$ cat src/rtl/majority_vote_ctrl_pkg.sv
// Shared types and constants for the majority voting round controller.
// Imported by the controller, the arbiter and the evaluator.
package majority_vote_ctrl_pkg;

  localparam int N_VOTERS = 4;

  typedef enum logic [1:0] {
    S_IDLE    = 2'd0,
    S_COLLECT = 2'd1,
    S_EVAL    = 2'd2,
    S_DONE    = 2'd3
  } mv_state_t;

  typedef logic [N_VOTERS-1:0] vmask_t;

  function automatic logic [2:0] ones4(input vmask_t v);
    ones4 = 3'(v[0]) + 3'(v[1]) + 3'(v[2]) + 3'(v[3]);
  endfunction

endpackage

$ cat src/rtl/majority_vote_ctrl_if.sv
// Voter-side bus of the voting round controller.
// The master drives start and votes; the slave returns acks and results.
interface majority_vote_ctrl_if;
  import majority_vote_ctrl_pkg::*;

  logic   start;
  vmask_t vote_req;
  vmask_t vote_val;
  vmask_t vote_ack;
  logic   busy;
  logic   done;
  logic   result;
  logic   tie;
  vmask_t missing;

  modport master (
    output start, vote_req, vote_val,
    input  vote_ack, busy, done,
    input  result, tie, missing
  );

  modport slave (
    input  start, vote_req, vote_val,
    output vote_ack, busy, done,
    output result, tie, missing
  );

endinterface

$ cat src/rtl/majority.sv
// Combinational 4-input majority evaluator.
// Y when three or more inputs are 1, Tie when exactly two are.
module Majority
  import majority_vote_ctrl_pkg::*;
(
  input  logic A,
  input  logic B,
  input  logic C,
  input  logic D,
  output logic Y,
  output logic Tie
);

  logic [2:0] w_ones;

  assign w_ones = ones4({A, B, C, D});
  assign Y      = (w_ones >= 3'd3);
  assign Tie    = (w_ones == 3'd2);

endmodule

$ cat src/rtl/majority_vote_ctrl_arb.sv
// Combinational round-robin pick over four requesters.
// Search begins at ptr and wraps 3->0; gnt is one-hot or zero.
module rr_arbiter4
  import majority_vote_ctrl_pkg::*;
(
  input  vmask_t     eligible,
  input  logic [1:0] ptr,
  output vmask_t     gnt,
  output logic [1:0] gnt_idx
);

  logic [1:0] w_idx;

  // Walk from farthest to nearest so the slot closest to ptr wins.
  always_comb begin
    gnt     = '0;
    gnt_idx = 2'd0;
    w_idx   = 2'd0;
    for (int k = N_VOTERS - 1; k >= 0; k--) begin
      w_idx = ptr + 2'(k);
      if (eligible[w_idx]) begin
        gnt          = '0;
        gnt[w_idx]   = 1'b1;
        gnt_idx      = w_idx;
      end
    end
  end

endmodule

$ cat src/rtl/majority_vote_ctrl.sv
// Voting round controller: collects one vote per voter via a
// round-robin grant, with timeout, then registers the majority result.
module majority_vote_ctrl
  import majority_vote_ctrl_pkg::*;
#(
  parameter int TIMEOUT_CYC = 16,
  parameter int CNT_W       = 5
) (
  input logic                 clk,
  input logic                 rst,
  majority_vote_ctrl_if.slave bus
);

  mv_state_t  r_state;
  mv_state_t  w_next;
  vmask_t     r_voted;
  vmask_t     r_votes;
  logic [CNT_W-1:0] r_cnt;
  logic [1:0] r_ptr;
  logic       r_result;
  logic       r_tie;
  vmask_t     r_missing;

  vmask_t     w_elig;
  vmask_t     w_gnt;
  vmask_t     w_ack;
  logic [1:0] w_gidx;
  logic       w_collect;
  logic       w_full;
  logic       w_expire;
  logic       w_maj_y;
  logic       w_maj_tie;

  assign w_collect = (r_state == S_COLLECT);
  assign w_elig    = w_collect ? (bus.vote_req & ~r_voted) : '0;

  rr_arbiter4 u_arb (
    .eligible (w_elig),
    .ptr      (r_ptr),
    .gnt      (w_gnt),
    .gnt_idx  (w_gidx)
  );

  assign w_ack    = w_collect ? w_gnt : '0;
  // Look at the mask including this cycle's grant so EVAL follows the 4th ack.
  assign w_full   = &(r_voted | w_ack);
  assign w_expire = (r_cnt == CNT_W'(TIMEOUT_CYC - 1));

  Majority u_maj (
    .A   (r_votes[3]),
    .B   (r_votes[2]),
    .C   (r_votes[1]),
    .D   (r_votes[0]),
    .Y   (w_maj_y),
    .Tie (w_maj_tie)
  );

  always_comb begin
    w_next = r_state;
    unique case (r_state)
      S_IDLE:    if (bus.start) w_next = S_COLLECT;
      S_COLLECT: if (w_full || w_expire) w_next = S_EVAL;
      S_EVAL:    w_next = S_DONE;
      S_DONE:    w_next = S_IDLE;
      default:   w_next = S_IDLE;
    endcase
  end

  always_ff @(posedge clk or posedge rst) begin
    if (rst) begin
      r_state   <= S_IDLE;
      r_voted   <= '0;
      r_votes   <= '0;
      r_cnt     <= '0;
      r_ptr     <= 2'd0;
      r_result  <= 1'b0;
      r_tie     <= 1'b0;
      r_missing <= '0;
    end else begin
      r_state <= w_next;
      unique case (r_state)
        S_IDLE: begin
          if (bus.start) begin
            r_voted <= '0;
            r_votes <= '0;
            r_cnt   <= '0;
            r_ptr   <= 2'd0;
          end
        end
        S_COLLECT: begin
          r_cnt <= r_cnt + 1'b1;
          if (|w_ack) begin
            r_votes[w_gidx] <= bus.vote_val[w_gidx];
            r_voted         <= r_voted | w_ack;
            r_ptr           <= w_gidx + 2'd1;
          end
        end
        S_EVAL: begin
          r_result  <= w_maj_y;
          r_tie     <= w_maj_tie;
          r_missing <= ~r_voted;
        end
        default: ;
      endcase
    end
  end

  assign bus.vote_ack = w_ack;
  assign bus.busy     = (r_state != S_IDLE);
  assign bus.done     = (r_state == S_DONE);
  assign bus.result   = r_result;
  assign bus.tie      = r_tie;
  assign bus.missing  = r_missing;

endmodule

$ cat src/flat_wrapper.sv
// flat-port wrapper written by rule: the top's interface ports become plain ports
module majority_vote_ctrl_flat import majority_vote_ctrl_pkg::*;
#(
  parameter int TIMEOUT_CYC = 16,
  parameter int CNT_W       = 5
)
  (clk, rst, bus_start, bus_vote_req, bus_vote_val, bus_vote_ack, bus_busy, bus_done, bus_result, bus_tie, bus_missing);
  majority_vote_ctrl_if bus_i ();
  input logic clk;
  input logic rst;
  input wire logic [$bits(bus_i.start)-1:0] bus_start;
  input wire logic [$bits(bus_i.vote_req)-1:0] bus_vote_req;
  input wire logic [$bits(bus_i.vote_val)-1:0] bus_vote_val;
  output wire logic [$bits(bus_i.vote_ack)-1:0] bus_vote_ack;
  output wire logic [$bits(bus_i.busy)-1:0] bus_busy;
  output wire logic [$bits(bus_i.done)-1:0] bus_done;
  output wire logic [$bits(bus_i.result)-1:0] bus_result;
  output wire logic [$bits(bus_i.tie)-1:0] bus_tie;
  output wire logic [$bits(bus_i.missing)-1:0] bus_missing;
  assign bus_i.start = bus_start;
  assign bus_i.vote_req = bus_vote_req;
  assign bus_i.vote_val = bus_vote_val;
  assign bus_vote_ack = bus_i.vote_ack;
  assign bus_busy = bus_i.busy;
  assign bus_done = bus_i.done;
  assign bus_result = bus_i.result;
  assign bus_tie = bus_i.tie;
  assign bus_missing = bus_i.missing;
  majority_vote_ctrl #(.TIMEOUT_CYC(TIMEOUT_CYC), .CNT_W(CNT_W)) u_core (.clk(clk), .rst(rst), .bus(bus_i));
endmodule
$ cat config.mk
export PLATFORM = sky130hd
export DESIGN_NAME = majority_vote_ctrl_flat
export DESIGN_NICKNAME = d
export VERILOG_FILES = /design/src/rtl/majority_vote_ctrl_pkg.sv /design/src/rtl/majority_vote_ctrl_if.sv /design/src/rtl/majority.sv /design/src/rtl/majority_vote_ctrl_arb.sv /design/src/rtl/majority_vote_ctrl.sv /design/src/flat_wrapper.sv
export SDC_FILE = /design/constraint.sdc
export NUM_CORES = 1
export LEC_CHECK = 0
export ABC_AREA = 1
export CORE_MARGIN = 1
export CORE_UTILIZATION = 25
export CTS_CLUSTER_DIAMETER = 150
export CTS_CLUSTER_SIZE = 16
export DETAILED_ROUTE_END_ITERATION = 10
export PLACE_DENSITY_LB_ADDON = 0.2
export SLEW_MARGIN = 40
export SYNTH_ARGS = -nofsm -noshare
export SYNTH_HDL_FRONTEND = slang
export SYNTH_SLANG_ARGS = --single-unit
export TNS_END_PERCENT = 5
$ cat constraint.sdc
create_clock -name clk -period 2.7 [get_ports clk]
set_clock_uncertainty 0.1 [all_clocks]
set_input_delay 0.405 -clock clk [delete_from_list [all_inputs] [get_ports clk]]
set_output_delay 0.405 -clock clk [all_outputs]
set_load 0.01 [all_outputs]
======== Yosys cells after proc, flatten, opt, wreduce, memory -nomap -nowiden ========
Cells that the tools add are included.
cells by class
  add/subtract/negate cells ............... 8
  $lt $le $gt $ge ......................... 11
  eq/ne operators ......................... 8
  multiplexer cells ....................... 44
  bitwise operators ....................... 3
  reductions and logical operators ........ 14
operator list
  cell                 count
  $mux 4               9
  $mux 2               8
  $pmux 4 s2           2
  $lt 2x3->1 const B   5
  $bmux 1 s2           5
  $demux 1 s2          5
  $ge 2x1->1 const B   5
  $mux 1               10
  $pmux 5 s2           1
  $pmux 2 s4           1
  $add 3x1->3          2
  $ne 2x2->1 const B   3
  $add 5x1->5 const B  1
  $eq 5x4->1 const B   1
  $logic_and 1x1->1    5
  $mux 5               1
  $add 2x1->2 const B  2
  $add 2x2->2 const B  2
  $and 4x4->4          1
  $bwmux 4             1
  $eq 2x2->1 const B   2
  $not 4->4            1
  $or 4x4->4           1
  $pmux 2 s2           1
  other kinds (11)     13
storage, ports and cells
  register bits ........................... 23
  input port bits ......................... 11
  output and inout bits ................... 12
  word-level logic and storage cells ...... 96

======== Logic depth before layout (Yosys ltp) ========
Gate-level depths: netlist of the first run.
  word-level depth ........................ 16
  gate-level depth with buffers ........... 20
  gate-level depth less buffers ........... 19

======== Hierarchy ========
From an unflattened synthesis of the first run, not the netlist that was laid out.
unflattened totals
  cells, all modules ...................... 265
  area total of the unflattened synthesis .. 1,873.0 µm²
modules (own cells, without submodules)
  module              instances  cells an instance  area an instance (µm²)  seq. area each (µm²)
  majority_vote_ctrl  1          174                1,346.3                 575.6
  rr_arbiter4         1          83                 457.9                   0.0
  Majority            1          8                  68.8                    0.0

======== Worst setup path after synthesis of the first run ========
Ideal clock, no wire load.
  kind .................................... register -> register
  from .................................... register u_core.r_ptr[0]
  to ...................................... register u_core.r_votes[2]
  library setup time ...................... 65 ps
  data arrival time ....................... 2,292 ps
  data required time ...................... 2,535 ps
  setup slack ............................. 243 ps
  cell stages (with the launch flop) ...... 17
  path buffers ............................ 1
  period minus slack after synthesis ...... 2,457 ps
  path through ............................ dfrtp_1 > buf_4 > inv_2 > ha_1 > inv_1 > nand3_2 > nand2_2 > nand2_2 > nand2_1 > nand2_1 > nand2_1 > inv_1 > ha_1 > or2_2 > nand3_1 > nand2_1 > nand2_1
on the way
  cells in the longest elaborated chain, start to end .. 14
  elaborated cells on any way between the ends .. 53
  those cells by class .................... add/sub: 3; order compare: 10; eq/ne: 1; mux: 32; reduce/logical: 7
RTL lines
  item                                                            RTL line                      source
  start, declared                                                 majority_vote_ctrl.sv:19      logic [1:0] r_ptr;
  start signal, assigned                                          majority_vote_ctrl.sv:95      r_ptr <= w_gidx + 2'd1;
  $add 2x2->2                                                     majority_vote_ctrl_arb.sv:20  w_idx = ptr + 2'(k);
  $bmux 1 s2                                                      majority_vote_ctrl_arb.sv:21  if (eligible[w_idx]) begin
  $mux 1 (implied by the code)                                    majority_vote_ctrl_arb.sv:21
  $mux 2 (4 in series)                                            majority_vote_ctrl_arb.sv:21
  $lt 2x3->1 (implied by the code) or $ge 2x1->1 (tied branches)  majority_vote_ctrl.sv:93      r_votes[w_gidx] <= bus.vote_val[w_gidx];
  $logic_and 1x1->1 (implied by the code)                         majority_vote_ctrl.sv:93
  $mux 1 (implied by the code)                                    majority_vote_ctrl.sv:93
  $demux 1 s2                                                     --
  $bwmux 4                                                        majority_vote_ctrl.sv:93
  $mux 4                                                          majority_vote_ctrl.sv:92      if (|w_ack) begin
  $pmux 4 s2                                                      majority_vote_ctrl.sv:81      unique case (r_state)
  end signal, assigned by index                                   majority_vote_ctrl.sv:93
  end, declared                                                   majority_vote_ctrl.sv:17      vmask_t r_votes;
Several ways; a longest one is shown, not always the timed one. The select of a mux whose other input is x is not followed.
A chain may end at the register's enable or synchronous reset.

======== Worst setup path after layout of the first run ========
  from .................................... register u_core.r_state[1]
  to ...................................... register u_core.r_votes[2]
on the way
  cells in the longest elaborated chain, start to end .. 15
  elaborated cells on any way between the ends .. 35
  those cells by class .................... order compare: 2; eq/ne: 3; mux: 25; reduce/logical: 5
RTL lines
  item                                                            RTL line                                            source
  start, declared                                                 majority_vote_ctrl.sv:14                            mv_state_t r_state;
  start signal, assigned                                          majority_vote_ctrl.sv:80                            r_state <= w_next;
  $eq 2x1->1                                                      majority_vote_ctrl.sv:34, majority_vote_ctrl.sv:81
  $mux 4                                                          majority_vote_ctrl.sv:35                            assign w_elig = w_collect ? (bus.vote_req & ~r_voted) : '0;
  $bmux 1 s2                                                      majority_vote_ctrl_arb.sv:21
  $mux 1 (implied by the code)                                    majority_vote_ctrl_arb.sv:21
  $mux 2 (4 in series)                                            majority_vote_ctrl_arb.sv:21
  $lt 2x3->1 (implied by the code) or $ge 2x1->1 (tied branches)  majority_vote_ctrl.sv:93
  $logic_and 1x1->1 (implied by the code)                         majority_vote_ctrl.sv:93
  $mux 1 (implied by the code)                                    majority_vote_ctrl.sv:93
  $demux 1 s2                                                     --
  $bwmux 4                                                        majority_vote_ctrl.sv:93
  $mux 4                                                          majority_vote_ctrl.sv:92
  $pmux 4 s2                                                      majority_vote_ctrl.sv:81
Several ways; a longest one is shown, not always the timed one. The select of a mux whose other input is x is not followed.

==> impl_metrics.toml, run 1 <==
[setup_path]
crit_end = "u_core.r_votes[2]$_DFFE_PP0P_"
slowest_delay_ps = 380
rr_startpoint = "u_core.r_state[1]$_DFFE_PP0P_"
critPathRequiredTime_ps = 2800
critPathSlowestCell = "dfrtp_1"
worst-r2r-setup-slack_ps = 130
cp-end-kind = "register"
reg2regPathDepth = 18
cp-start-kind = "register"
path_common_cell = "nand2_1"
reg2reg_to = "u_core.r_votes[2]$_DFFE_PP0P_"
cp.arrival_ps = 2670
crit_chain = "inv_1 -> ha_2 -> buf_12 -> nand2_1 -> nor2_1 -> nand2_1 -> nand3_1 -> nand2_2 -> nor2_4 -> buf_4 -> o21ai_2 -> nand2_2 -> inv_2 -> ha_1 -> or2_2 -> nand3_1 -> nand2_1 -> nand2_1"
critical_path_class = "reg -> reg"
crit_start = "u_core.r_state[1]$_DFFE_PP0P_"
crit_fanout = 10

[worst_hold_path]
hold_path_class = "reg -> reg"

[global_routing]
grt_max_degree = 24
grt_pass1_wl_um = 7940
antenna_found_initial = 0
grt_util_all_layers = 0.117
grt_remaining_overflow = 0
grt_pass1_vias = 1717

[power]
seqPwrFrac = 0.153
switching_power_mw = 1.89
p_comb_frac = 0.790
power_density_nw_per_um2 = 1440
pwr-share-clk = 0.057
max-vdd-ir-drop_mv = 0.525
leakagePower_nw = 1.32
p_total_mw = 3.67
intPower_mw = 1.78
swShare = 0.515

[yosys]
synth-compound-area-share = 0.0734
yosysUniqueCellTypes = 29
avgSynthCellArea_um2 = 7.24
synth_area_um2 = 1980
synth_top_family_by_area = "simple AND/OR/NAND/NOR gates"
synth_xor_area_frac = 0
synth_largest_area_cell = "dfrtp_1"
synth_nets = 302
syn_inst = 273
ys_warn_count = 0
post_synth_fa_ha_maj_area_fraction = 0.118
yosysSeqAreaShare = 0.291
synth_top_area_frac = 0.291
yosys.area_share.simple = 0.402
synth_area_leaders = "dfrtp_1 29%, nand2_1 15%, ha_1 11%, inv_1 7.8%, nand3_1 7.1%"
muxShareOfSynthArea = 0
ys_seq_elements = 23

[timing]
whs_ps = 385
period_share = 0.950
period_needed_ps = 2570
rsz0062_at_grt = "yes"
drv_slew = 0
relSlewSlack = 0.704
setup_viol = 0
tightest_slew_ps = 440
hold_viol_final = 0
max_freq_mhz = 390

[route]
vias = 1741
ant_nets = 0
drt_iter0_markers = 60
drc = 0
wirelength_um = 4540
wl_per_cell_um = 10.8
dr.pass1.iters = 4
viasPerCell = 4.14

[clock_network]
cts_tree = "yes"
cts_made_buffers = 3
clk_path_buf_depth = 2
insertion_delay_ps = 260
cts.sinks = 23
ctsHoldBuffers = 0
clk_pin_slew_ps = 80
cts-root-buf = "clkbuf_8"
cts_max_level = 1

[placed_design]
placed_area_um2 = 2480
dpl.hpwl_um = 3560
io_buffer_count = 22
gp_congestion = 0.768

[layout]
stdcell_area_um2 = 2550
antennaDiodeCount = 0
drive_gt1_frac = 0.276
utilization = 0.332
n_fill_cell = 864
finalNetCount = 349
syn2layout_area_growth_pct = 29.2

[floorplanning]
die_w_um = 90.9
die_h_um = 90.9
io_pins = 23
coreArea_um2 = 7690
dieArea_um2 = 8270
start_util = 0.257
rows = 32

[status]
status = "finished clean"

[flow_run]
max-cap-violations = 0
[timing repair]
item | CTS | global route
resized for setup | 6 | 20
gates cloned | 0 | 0
buffers inserted | 0 | 0
pin swaps | 1 | 4
setup endpoints to repair | 5 | 11
[cell type report]
cell class | count | area [µm²] | share of cell area
Tap cell | 102 | 128 | 0.0500
Inverter | 47 | 179 | 0.0700
Timing Repair Buffer | 48 | 408 | 0.160
Sequential cell | 23 | 576 | 0.225
Multi-Input combinational cell | 197 | 1220 | 0.477
Clock buffer | 4 | 45.0 | 0.0176
[cells by family (layout without fill, tap and decap cells)]
kind of cell / after synthesis / count (layout)
adder cells (fa/ha/maj): 18 / 18
AND/OR/NAND/NOR: 155 / 155
buffers and inverters: 53 / 99
AO/OA/AOI/OAI: 24 / 24
flip-flops: 23 / 23
[metal layers]
| metal | up-vias | global-route usage | part of all wire |
|---|---|---|---|
| met5 | - | 0 | 0 |
| met4 | 0 | 0.0119 | 0.0055 |
| met3 | 2 | 0.0152 | 0.024 |
| met2 | 26 | 0.192 | 0.44 |
| met1 | 772 | 0.168 | 0.53 |
| li1 | 941 | - | - |
[worst min path at each step]
stage                                 startpoint                                end  cells after the start
2_1_floorplan                                rst  u_core.bus.missing[0]$_DFFE_PP0P_                      1
3_3_place_gp   u_core.bus.missing[0]$_DFFE_PP0P_  u_core.bus.missing[0]$_DFFE_PP0P_                      2
3_5_place_dp   u_core.bus.missing[0]$_DFFE_PP0P_  u_core.bus.missing[0]$_DFFE_PP0P_                      2
4_1_cts        u_core.bus.missing[0]$_DFFE_PP0P_  u_core.bus.missing[0]$_DFFE_PP0P_                      2
5_1_grt        u_core.bus.missing[0]$_DFFE_PP0P_  u_core.bus.missing[0]$_DFFE_PP0P_                      2
6_report       u_core.bus.missing[0]$_DFFE_PP0P_  u_core.bus.missing[0]$_DFFE_PP0P_                      2
[power by group through the flow]
stage / clock network [mW] / logic [mW] / registers [mW]
2_1_floorplan: 0 / 1.86 / 0.590
3_3_place_gp: 0 / 2.91 / 0.567
3_5_place_dp: 0 / 2.90 / 0.572
4_1_cts: 0.220 / 2.87 / 0.565
5_1_grt: 0.231 / 3.27 / 0.583
6_report: 0.210 / 2.90 / 0.563
[critical path: cells and delay by family, from the launching register on]
family,cells,cell delay (ps)
and+or+nand+nor,11,1200
DFF,1,380
buffers and inverters,4,400
AOI/OAI and AO/OA,1,50
adders and majority gates,2,390
[state kept, by name, indices dropped and copies added, names as in the netlist]
signal / cells
u_core.r_votes: 4
u_core.r_voted: 4
u_core.bus.tie: 1
u_core.r_ptr: 2
u_core.r_cnt: 5
u_core.bus.result: 1
u_core.r_state: 2
u_core.bus.missing: 4
[per-stage QoR]
step / setup WS, ps / cells / TNS, ps
after floorplan: 243 / 273 / 0
after global placement: -133 / 417 / -797
after detailed placement: -142 / 417 / -824
after CTS: -8.75 / 421 / -8.75
after global routing: -97.5 / 421 / -286
final: 135 / 421 / 0
[synth_stat cells]
| cell type | count |
|---|---|
| nand2_1 | 77 |
| inv_1 | 41 |
| nand3_1 | 28 |
| dfrtp_1 | 23 |
| ha_1 | 17 |
| nor2_1 | 12 |
| nand2_2 | 11 |
| o21ai_0 | 8 |
| a21oi_1 | 6 |
| o21ai_2 | 6 |
| nand2_4 | 5 |
| inv_2 | 4 |
| nand3_2 | 4 |
| nand4_1 | 4 |
| or2_2 | 4 |
| clkbuf_1 | 3 |
| nand3b_1 | 3 |
| nor2_4 | 3 |
| nand4_2 | 2 |
| o21ai_1 | 2 |
| o22ai_1 | 2 |
| buf_12 | 1 |
| buf_4 | 1 |
| buf_6 | 1 |
| clkinv_1 | 1 |
| fa_1 | 1 |
| inv_4 | 1 |
| nand3_4 | 1 |
| or2_1 | 1 |
[cells in the final DEF (no fill, tap or decap)]
cell | Yosys | final
a21oi_1 | 6 | 6
nand3b_1 | 3 | 3
nand3_2 | 4 | 9
nand3_4 | 1 | 1
inv_4 | 1 | 1
fa_1 | 1 | 1
buf_12 | 1 | 1
nand2_4 | 5 | 5
nor2_4 | 3 | 3
clkbuf_2 | 0 | 4
or2_1 | 1 | 1
nand3_1 | 28 | 23
clkdlybuf4s50_1 | 0 | 18
ha_1 | 17 | 16
inv_2 | 4 | 5
dfrtp_1 | 23 | 23
nand2_1 | 77 | 72
buf_4 | 1 | 25
ha_2 | 0 | 1
o21ai_2 | 6 | 8
nor2_1 | 12 | 12
clkbuf_8 | 0 | 3
nand2_2 | 11 | 16
or2_2 | 4 | 4
clkbuf_1 | 3 | 1
clkinv_1 | 1 | 1
o22ai_1 | 2 | 2
inv_1 | 41 | 40
o21ai_0 | 8 | 8
nand4_1 | 4 | 4
nand4_2 | 2 | 2
Note: power is estimated with default switching activity, not from simulation.
==> run 2: changes to the inputs <==
Settings changed: MAX_ROUTING_LAYER set to met4.
==> impl_metrics.toml, run 2 (same netlist as run 1, synthesis figures left out) <==
[timing]
drv_slew = 0
setup_viol = 0
relSlewSlack = 0.703
max_freq_mhz = 390
rsz0062_at_grt = "yes"
tightest_slew_ps = 441
hold_viol_final = 0
period_share = 0.950
period_needed_ps = 2560

[clock_network]
insertion_delay_ps = 260
cts_max_level = 1
cts.sinks = 23
cts_made_buffers = 3
cts_setup_buffers = 0
clk_pin_slew_ps = 80
cts_tree = "yes"
cts-root-buf = "clkbuf_8"
clk_path_buf_depth = 2

[layout]
stdcell_area_um2 = 2550
syn2layout_area_growth_pct = 29.2
finalNetCount = 349
utilization = 0.332
final_common_cell = "nand2_1"
antennaDiodeCount = 0
largest_reg_flops = 5
final_cell_mix = "72 x nand2_1, 40 x inv_1, 25 x buf_4"
top_register = "u_core.r_cnt"
drive_gt1_frac = 0.276

[placed_design]
gp_congestion = 0.778
dpl.hpwl_um = 3560
placed_area_um2 = 2480
io_buffer_count = 22

[global_routing]
grt_pass1_vias = 1718
grt_max_degree = 24
grt_util_all_layers = 0.120
grt_remaining_overflow = 0
antenna_found_initial = 0
grt_pass1_wl_um = 7940

[setup_path]
reg2reg_to = "u_core.r_votes[2]$_DFFE_PP0P_"
cp-end-kind = "register"
crit_start = "u_core.r_state[1]$_DFFE_PP0P_"
cp.arrival_ps = 2670
worst-r2r-setup-slack_ps = 140
crit_fanout = 10
reg2regPathDepth = 18
critical_path_class = "reg -> reg"
rr_startpoint = "u_core.r_state[1]$_DFFE_PP0P_"
critPathRequiredTime_ps = 2800
crit_end = "u_core.r_votes[2]$_DFFE_PP0P_"
cp-start-kind = "register"

[route]
vias = 1746
wl_per_cell_um = 10.7
drc = 0
viasPerCell = 4.15
drt_iter0_markers = 59
wirelength_um = 4520
ant_nets = 0
dr.pass1.iters = 4

[worst_hold_path]
hold_path_class = "reg -> reg"

[floorplanning]
io_pins = 23
die_w_um = 90.9
dieArea_um2 = 8270
rows = 32
die_h_um = 90.9
start_util = 0.257
coreArea_um2 = 7690

[flow_run]
max-cap-violations = 0

[power]
max-vdd-ir-drop_mv = 0.525
leakagePower_nw = 1.32
power_density_nw_per_um2 = 1430

[status]
status = "finished clean"
[run 2: critical path, stage by stage, from the launching register on]
cell and delay (ps):
dfrtp_1 380, inv_1 80, ha_2 190, buf_12 130
nand2_1 50, nor2_1 80, nand2_1 100, nand3_1 100
nand2_2 90, nor2_4 160, buf_4 130, o21ai_2 50
nand2_2 120, inv_2 60, ha_1 200, or2_2 290
nand3_1 80, nand2_1 60, nand2_1 70
[run 2: area by class of cell]
cell class              instances  area, µm²
clock buffers                   4       45.0
fillers                       864       5130
inverters                      47        179
multi-input cells             197       1220
flip-flops and latches         23        576
well taps                     102        128
repair buffers                 48        408
[run 2: timing repair]
item | 4_1_cts | 5_1_grt
hold buffers | 0 | 0
pin swaps | 1 | 4
gates resized for setup | 6 | 20
setup endpoints to repair | 5 | 11
[run 2: power breakdown]
part / total, mW / switching [mW] / internal (mW)
Sequential: 0.562 / 0.0799 / 0.482
Clock: 0.209 / 0.104 / 0.105
Combinational: 2.90 / 1.70 / 1.19
Total: 3.67 / 1.89 / 1.78
[run 2: routing by layer]
metal | GRT usage | share of wire
met5 | - | 0
met2 | 0.192 | 0.44
met3 | 0.0152 | 0.030
met1 | 0.168 | 0.52
met4 | 0.0119 | 0.0042
[run 2: worst min-delay path by stage]
stage	cells after the start	to	from
floorplan	1	u_core.bus.missing[0]$_DFFE_PP0P_	rst
global placement	2	u_core.bus.missing[0]$_DFFE_PP0P_	u_core.bus.missing[0]$_DFFE_PP0P_
detailed placement	2	u_core.bus.missing[0]$_DFFE_PP0P_	u_core.bus.missing[0]$_DFFE_PP0P_
CTS	2	u_core.bus.missing[0]$_DFFE_PP0P_	u_core.bus.missing[0]$_DFFE_PP0P_
global route	2	u_core.bus.missing[0]$_DFFE_PP0P_	u_core.bus.missing[0]$_DFFE_PP0P_
finish	2	u_core.bus.missing[0]$_DFFE_PP0P_	u_core.bus.missing[0]$_DFFE_PP0P_
[run 2: metrics by stage]
stage	setup slack [ps]	std cells	power [mW]	hold slack, ps	TNS (ps)
2_1_floorplan	243	273	2.45	307	0
3_3_place_gp	-133	417	3.47	365	-797
3_5_place_dp	-142	417	3.47	372	-824
4_1_cts	-8.75	421	3.66	392	-8.75
5_1_grt	-97.5	421	4.09	414	-286
6_report	135	421	3.67	385	0
==> patch 1: new RTL, settings of run 2 <==
Re-encode `mv_state_t` (4 states) as one-hot, 4 bits wide.
--- a/src/rtl/majority_vote_ctrl_pkg.sv
+++ b/src/rtl/majority_vote_ctrl_pkg.sv
@@ -4,11 +4,11 @@
 
   localparam int N_VOTERS = 4;
 
-  typedef enum logic [1:0] {
-    S_IDLE    = 2'd0,
-    S_COLLECT = 2'd1,
-    S_EVAL    = 2'd2,
-    S_DONE    = 2'd3
+  typedef enum logic [3:0] {
+    S_IDLE    = 4'b0001,
+    S_COLLECT = 4'b0010,
+    S_EVAL    = 4'b0100,
+    S_DONE    = 4'b1000
   } mv_state_t;
 
   typedef logic [N_VOTERS-1:0] vmask_t;
Behaviour: no difference found for any inputs over 10 cycles, from zero or initial values and one cycle with rst high; not proved beyond that.
==> patch 1 against run 2 <==
Count of clock-buffer cells in the layout is 1 lower; final area is 7.2% lower; synthesized area is 9.3% lower; core utilization is 1.3 points higher; worst setup slack worse by 59 ps; sequential cell count is 2 higher; fmax is 2.2% lower; wire length is 6.0% lower; largest cell class unchanged.
Power is left out: the tool's default activity adds up to more than one toggle a clock period on the data nets, which glitch-free logic cannot reach.
==> patch 1: results (changes against run 2) <==
outcome: completed
M3 GR Usage: 0.0181 (+0.00294)
Syn. warnings: 0 (unchanged)
end of the critical path: bus_vote_ack[1]
CP max stage delay: 460 ps (+80 ps)
PortBufs: 22 (unchanged)
share of synthesized flip-flops with an asynchronous set or reset: 1.00 (unchanged)
arrival time at the worst endpoint: 2120 ps (-550 ps)
Worst Tran Pin Value: 365 ps (-75.6 ps)
Post-synth top cells: 71 x nand2_1, 41 x inv_1, 31 x nand3_1
clock-pin slew on the worst setup and hold paths: 80 ps (about the same)
Top Metal Used: met4
Final #Nets: 332 (-4.9%)
Worst-Skew Late Latency: 260 ps (about the same)
Post-Synthesis Net Count: 284 (-6.0%)
First DRT Iteration DRCs: 77 (+31%)
DR WL met2: 1.90 mm (-5.4%)
Total GRT Usage: 0.127 (+0.00686)
CTS Buf Count: 3 (unchanged)
Synth Area in Compound Gates: 0.0865 (+0.0131)
vias in the first global route: 1614 (-6.1%)
drt pass-1 iters: 4 (unchanged)
CP Launch Point: bus_vote_req[2]
dpl hpwl: 3.39 mm (-4.6%)
CP max stage cell: clkdlybuf4s50_1
dominant cells by area after synthesis: dfrtp_1 33%, nand2_1 15%, ha_1 9.1%
met2 Use GR: 0.197 (+0.00505)
Most flops, register: u_core.r_cnt
reg2reg setup slack: 250 ps (+110 ps)
RePlAce Congestion: 0.890 (+14%)
layout cells sized above 1: 0.193 (-0.0831)
Seq/Total Area, Yosys: 0.350 (+0.0585)
CTS Root Cell: clkbuf_8
Critical R2R Launch: u_core.r_state[0]$_DFFE_PP1P_
M1 wire length: 2.15 mm (-9.1%)
Antenna Cells: 0 (unchanged)
hold crit path type: in2async
Clock H-tree levels: 1 (unchanged)
Post-synth top flop: dfrtp_1
max reg flops: 5 (unchanged)
grt met1 use: 0.177 (+0.00953)
CTS max path bufs: 2 (unchanged)
family with the most delay on the worst path: buffers and inverters
vias per inst: 4.29 (+3.5%)
path depth of the worst reg2reg path: 18 (unchanged)
DR WL met3: 182 um (+34%)
mux cell area share after synthesis: 0 (unchanged)
adder-cell area share of the yosys netlist: 0.102 (-0.0158)
critical path fanouts, max: 8 (-2)
Cell Area, Placed: 2290 um2 (-7.6%)
largest net degree at the start of global routing: 26 (+8.3%)
first-pass GRT wire length: 7.45 mm (-6.2%)
number of distinct library cells after synthesis: 26 (-10%)
initial antenna violation count: 0 (unchanged)
reg-to-reg endpoint: u_core.r_voted[1]$_DFFE_PP0P_
Post-Synth XOR/XNOR Area: 0.00488 (+0.00488)
Filler cells: 746 (-14%)
wirelength, routed: 4.25 mm (-6.0%)
[patch 1: cell count changes in the layout (fill, tap and decap cells not counted), moves of 5 or more]
cell / delta
nor2_2: +5
nand2_2: -9
o21ai_1: +7
nand3_2: -6
nand3_1: +7
o21ai_2: -7
[patch 1: what timing repair did]
action                                  in CTS  in global routing
endpoints found under the setup margin       4                  5
resized for setup                            4                 11
setup buffers                                0                  2
cloned                                       0                  0
pin swaps                                    1                  6
[patch 1: final cells by class]
| cell class | instances | area share |
|---|---|---|
| clock buffers | 3 | 0.0174 |
| clock inverters | 1 | 0.00211 |
| inverters | 47 | 0.0755 |
| multi-input cells | 182 | 0.413 |
| flip-flops and latches | 25 | 0.264 |
| well taps | 96 | 0.0507 |
| repair buffers | 48 | 0.177 |
[patch 1: how the worst min path moves through the flow]
stage,startpoint,to,cells past startpoint
after detailed placement,u_core.r_votes[2]$_DFFE_PP0P_,u_core.r_votes[2]$_DFFE_PP0P_,2
after floorplan,rst,u_core.bus.missing[0]$_DFFE_PP0P_,1
after global routing,u_core.r_votes[2]$_DFFE_PP0P_,u_core.r_votes[2]$_DFFE_PP0P_,2
after CTS,u_core.r_votes[2]$_DFFE_PP0P_,u_core.r_votes[2]$_DFFE_PP0P_,2
after global placement,u_core.bus.result$_DFFE_PP0P_,u_core.bus.result$_DFFE_PP0P_,2
final,rst,u_core.r_cnt[3]$_DFFE_PP0P_,3
[patch 1: through the flow]
stage	utilization	std cells	hold WS (ps)	setup TNS (ps)	worst slack, ps
floorplan	-	259	332	0	518
global route	0.345	402	401	-72.1	-56.3
detailed placement	0.334	396	362	-962	-226
finish	0.345	402	377	0	76.4
global placement	0.334	396	360	-891	-192
CTS	0.340	400	384	-185	-185
==> patch 2: new RTL, config.mk and constraints of run 2 <==
Made on the original files. `CNT_W` is set to 5 in 2 places; all go to 4.
--- a/src/rtl/majority_vote_ctrl.sv
+++ b/src/rtl/majority_vote_ctrl.sv
@@ -4,7 +4,7 @@
   import majority_vote_ctrl_pkg::*;
 #(
   parameter int TIMEOUT_CYC = 16,
-  parameter int CNT_W       = 5
+  parameter int CNT_W       = 4
 ) (
   input logic                 clk,
   input logic                 rst,
--- a/src/flat_wrapper.sv
+++ b/src/flat_wrapper.sv
@@ -2,7 +2,7 @@
 module majority_vote_ctrl_flat import majority_vote_ctrl_pkg::*;
 #(
   parameter int TIMEOUT_CYC = 16,
-  parameter int CNT_W       = 5
+  parameter int CNT_W       = 4
 )
   (clk, rst, bus_start, bus_vote_req, bus_vote_val, bus_vote_ack, bus_busy, bus_done, bus_result, bus_tie, bus_missing);
   majority_vote_ctrl_if bus_i ();
Check against the original RTL: same outputs for any inputs over 10 cycles, from zero or initial values and one cycle with rst high; that may be too few to reach the edited logic, so the function may still have changed.
==> patch 2 against run 2 <==
Worst hold slack got worse by 9.4 ps; die area decreased by 3.8%; highest routed layer unchanged; count of clock-buffer cells in the layout unchanged; sequential power decreased by 1%; power decreased by 11%; wire length decreased by 0.49%; combinational power decreased by 15%; sequential cell count decreased by 1; final area decreased by 2.8%; largest power group unchanged; worst setup slack got worse by 59 ps; synthesized area decreased by 3.9%.
==> patch 2: results (changes against run 2) <==
Seq/Total Area, Yosys: 0.290 (-0.00147)
Post-Synth XOR/XNOR Area: 0 (unchanged)
Critical R2R Launch: u_core.r_state[0]$_DFFE_PP0P_
worst hold margin: 375 ps (-9.43 ps)
CTS max path bufs: 2 (unchanged)
largest net degree at the start of global routing: 23 (-4.2%)
share of synthesized flip-flops with an asynchronous set or reset: 1.00 (unchanged)
first-pass GRT wire length: 7.66 mm (-3.6%)
Int Power: 0.00163 W (-8.4%)
vias in the first global route: 1709 (-0.52%)
Total GRT Usage: 0.125 (+0.00504)
mux cell area share after synthesis: 0 (unchanged)
worst vdd ir: 558 uV (+6.2%)
adder-cell area share of the yosys netlist: 0.116 (-0.00186)
dpl hpwl: 3.55 mm (-0.12%)
Layout Cells excl Fill: 408 (-3.1%)
PortBufs: 22 (unchanged)
layout cells sized above 1: 0.278 (+0.00246)
CTS Root Cell: clkbuf_8
Post-Synthesis Net Count: 288 (-4.6%)
dpl cells: 401 (-3.8%)
clock-pin slew on the worst setup and hold paths: 80 ps (about the same)
Worst-Skew Late Latency: 270 ps
Antenna Cells: 0 (unchanged)
arrival time at the worst endpoint: 2120 ps (-550 ps)
slew margin rel.: 0.785 (+0.0820)
reg2reg setup slack: 120 ps (-20 ps)
hold crit path type: in2async
drt pass-1 iters: 4 (unchanged)
Cell Area, Placed: 2380 um2 (-4.2%)
Final #Nets: 338 (-3.2%)
vias per inst: 4.31 (+3.8%)
Syn Inst Count: 260 (-4.8%)
path depth of the worst reg2reg path: 16 (-2)
RePlAce Congestion: 0.797 (+2.5%)
Synth Area in Compound Gates: 0.0823 (+0.00887)
First DRT Iteration DRCs: 51 (-14%)
initial antenna violation count: 0 (unchanged)
Syn. warnings: 0 (unchanged)
CTS Buf Count: 3 (unchanged)
Clock H-tree levels: 1 (unchanged)
number of distinct library cells after synthesis: 30 (+3.4%)
reg-to-reg endpoint: u_core.r_votes[0]$_DFFE_PP0P_
critical path fanouts, max: 5 (-5)
Static Leak: 1.24 nW (-5.8%)
outcome: completed
dominant cells by area after synthesis: dfrtp_1 29%, nand2_1 14%, ha_1 11%
WL per Instance: 11.0 um (+2.7%)
Post-synth top flop: dfrtp_1
Post-synth top cells: 72 x nand2_1, 34 x inv_1, 32 x nand3_1
-- patch 2: cell types whose count changed in the layout (fill, tap and decap cells not counted), moves of 3 or more --
cell	before	now
buf_4	25	28
inv_1	40	32
o21ai_1	0	4
nand3_1	23	29
nand2_4	5	2
-- patch 2: final cells by class --
type | count | area [um2]
multi-input cells | 191 | 1160
fillers | 821 | 4810
repair buffers | 51 | 434
well taps | 99 | 124
inverters | 41 | 156
clock buffers | 4 | 55.1
flip-flops and latches | 22 | 551
-- patch 2: logic make-up (layout without fill, tap and decap cells) --
| logic type | count (synthesis) | after routing |
|---|---|---|
| buffers and inverters | 47 | 96 |
| AND/OR/NAND/NOR | 149 | 149 |
| adder cells (fa/ha/maj) | 17 | 17 |
| AO/OA/AOI/OAI | 25 | 25 |
| flip-flops | 22 | 22 |
-- patch 2: how the worst max path moves through the flow --
stage / startpoint / to / slack, ps / depth (start not counted)
5_1_grt: u_core.r_state[1]$_DFFE_PP0P_ / bus_vote_ack[3] / -60 / 14
3_5_place_dp: bus_vote_req[2] / bus_vote_ack[2] / -150 / 12
3_3_place_gp: bus_vote_req[1] / u_core.r_votes[0]$_DFFE_PP0P_ / -140 / 16
6_report: u_core.r_state[0]$_DFFE_PP0P_ / bus_vote_ack[3] / 80 / 13
4_1_cts: u_core.r_state[1]$_DFFE_PP0P_ / bus_vote_ack[2] / 40 / 12
2_1_floorplan: u_core.r_ptr[0]$_DFFE_PP0P_ / u_core.r_votes[0]$_DFFE_PP0P_ / 220 / 16
-- patch 2: routing by layer --
metal,vias up,part of all wire,global-route usage
met4,0,0.0042,0.0216
met2,29,0.43,0.197
met3,2,0.025,0.0111
li1,917,-,-
met1,809,0.54,0.176
met5,-,0,-
-- patch 2: power groups by stage --
stage	Combinational, W	Sequential, W	Clock (W)
after floorplan	0.00162	0.000565	0
after global placement	0.00244	0.000557	0
after detailed placement	0.00244	0.000559	0
after CTS	0.00243	0.000555	0.000253
after global routing	0.00279	0.000572	0.000266
final	0.00246	0.000556	0.000246
-- patch 2: repair_timing --
item | 4_1_cts | 5_1_grt
pin swaps | 0 | 2
setup buffers | 0 | 3
gates resized for setup | 7 | 13
hold buffers | 0 | 0
endpoints found under the setup margin | 8 | 8
cloned | 0 | 0
endpoints found under the hold margin | 0 | 0
-- patch 2: critical path, cell delays in order (launching register included) --
cell,delay [ps]
dfrtp_1,420
ha_4,180
buf_4,150
buf_4,140
nand4_4,90
nand3_2,100
nand2_2,140
nand2_2,80
inv_2,50
nand2_1,50
nand3_1,80
nand2_2,60
inv_1,40
dlygate4sd2_1,250
-- patch 2: through the flow --
step | util | setup slack, ps
final | 0.340 | 76.6
after global routing | 0.340 | -58.2
after CTS | 0.335 | 36.8
after detailed placement | 0.326 | -150
after global placement | 0.326 | -145
after floorplan | - | 221
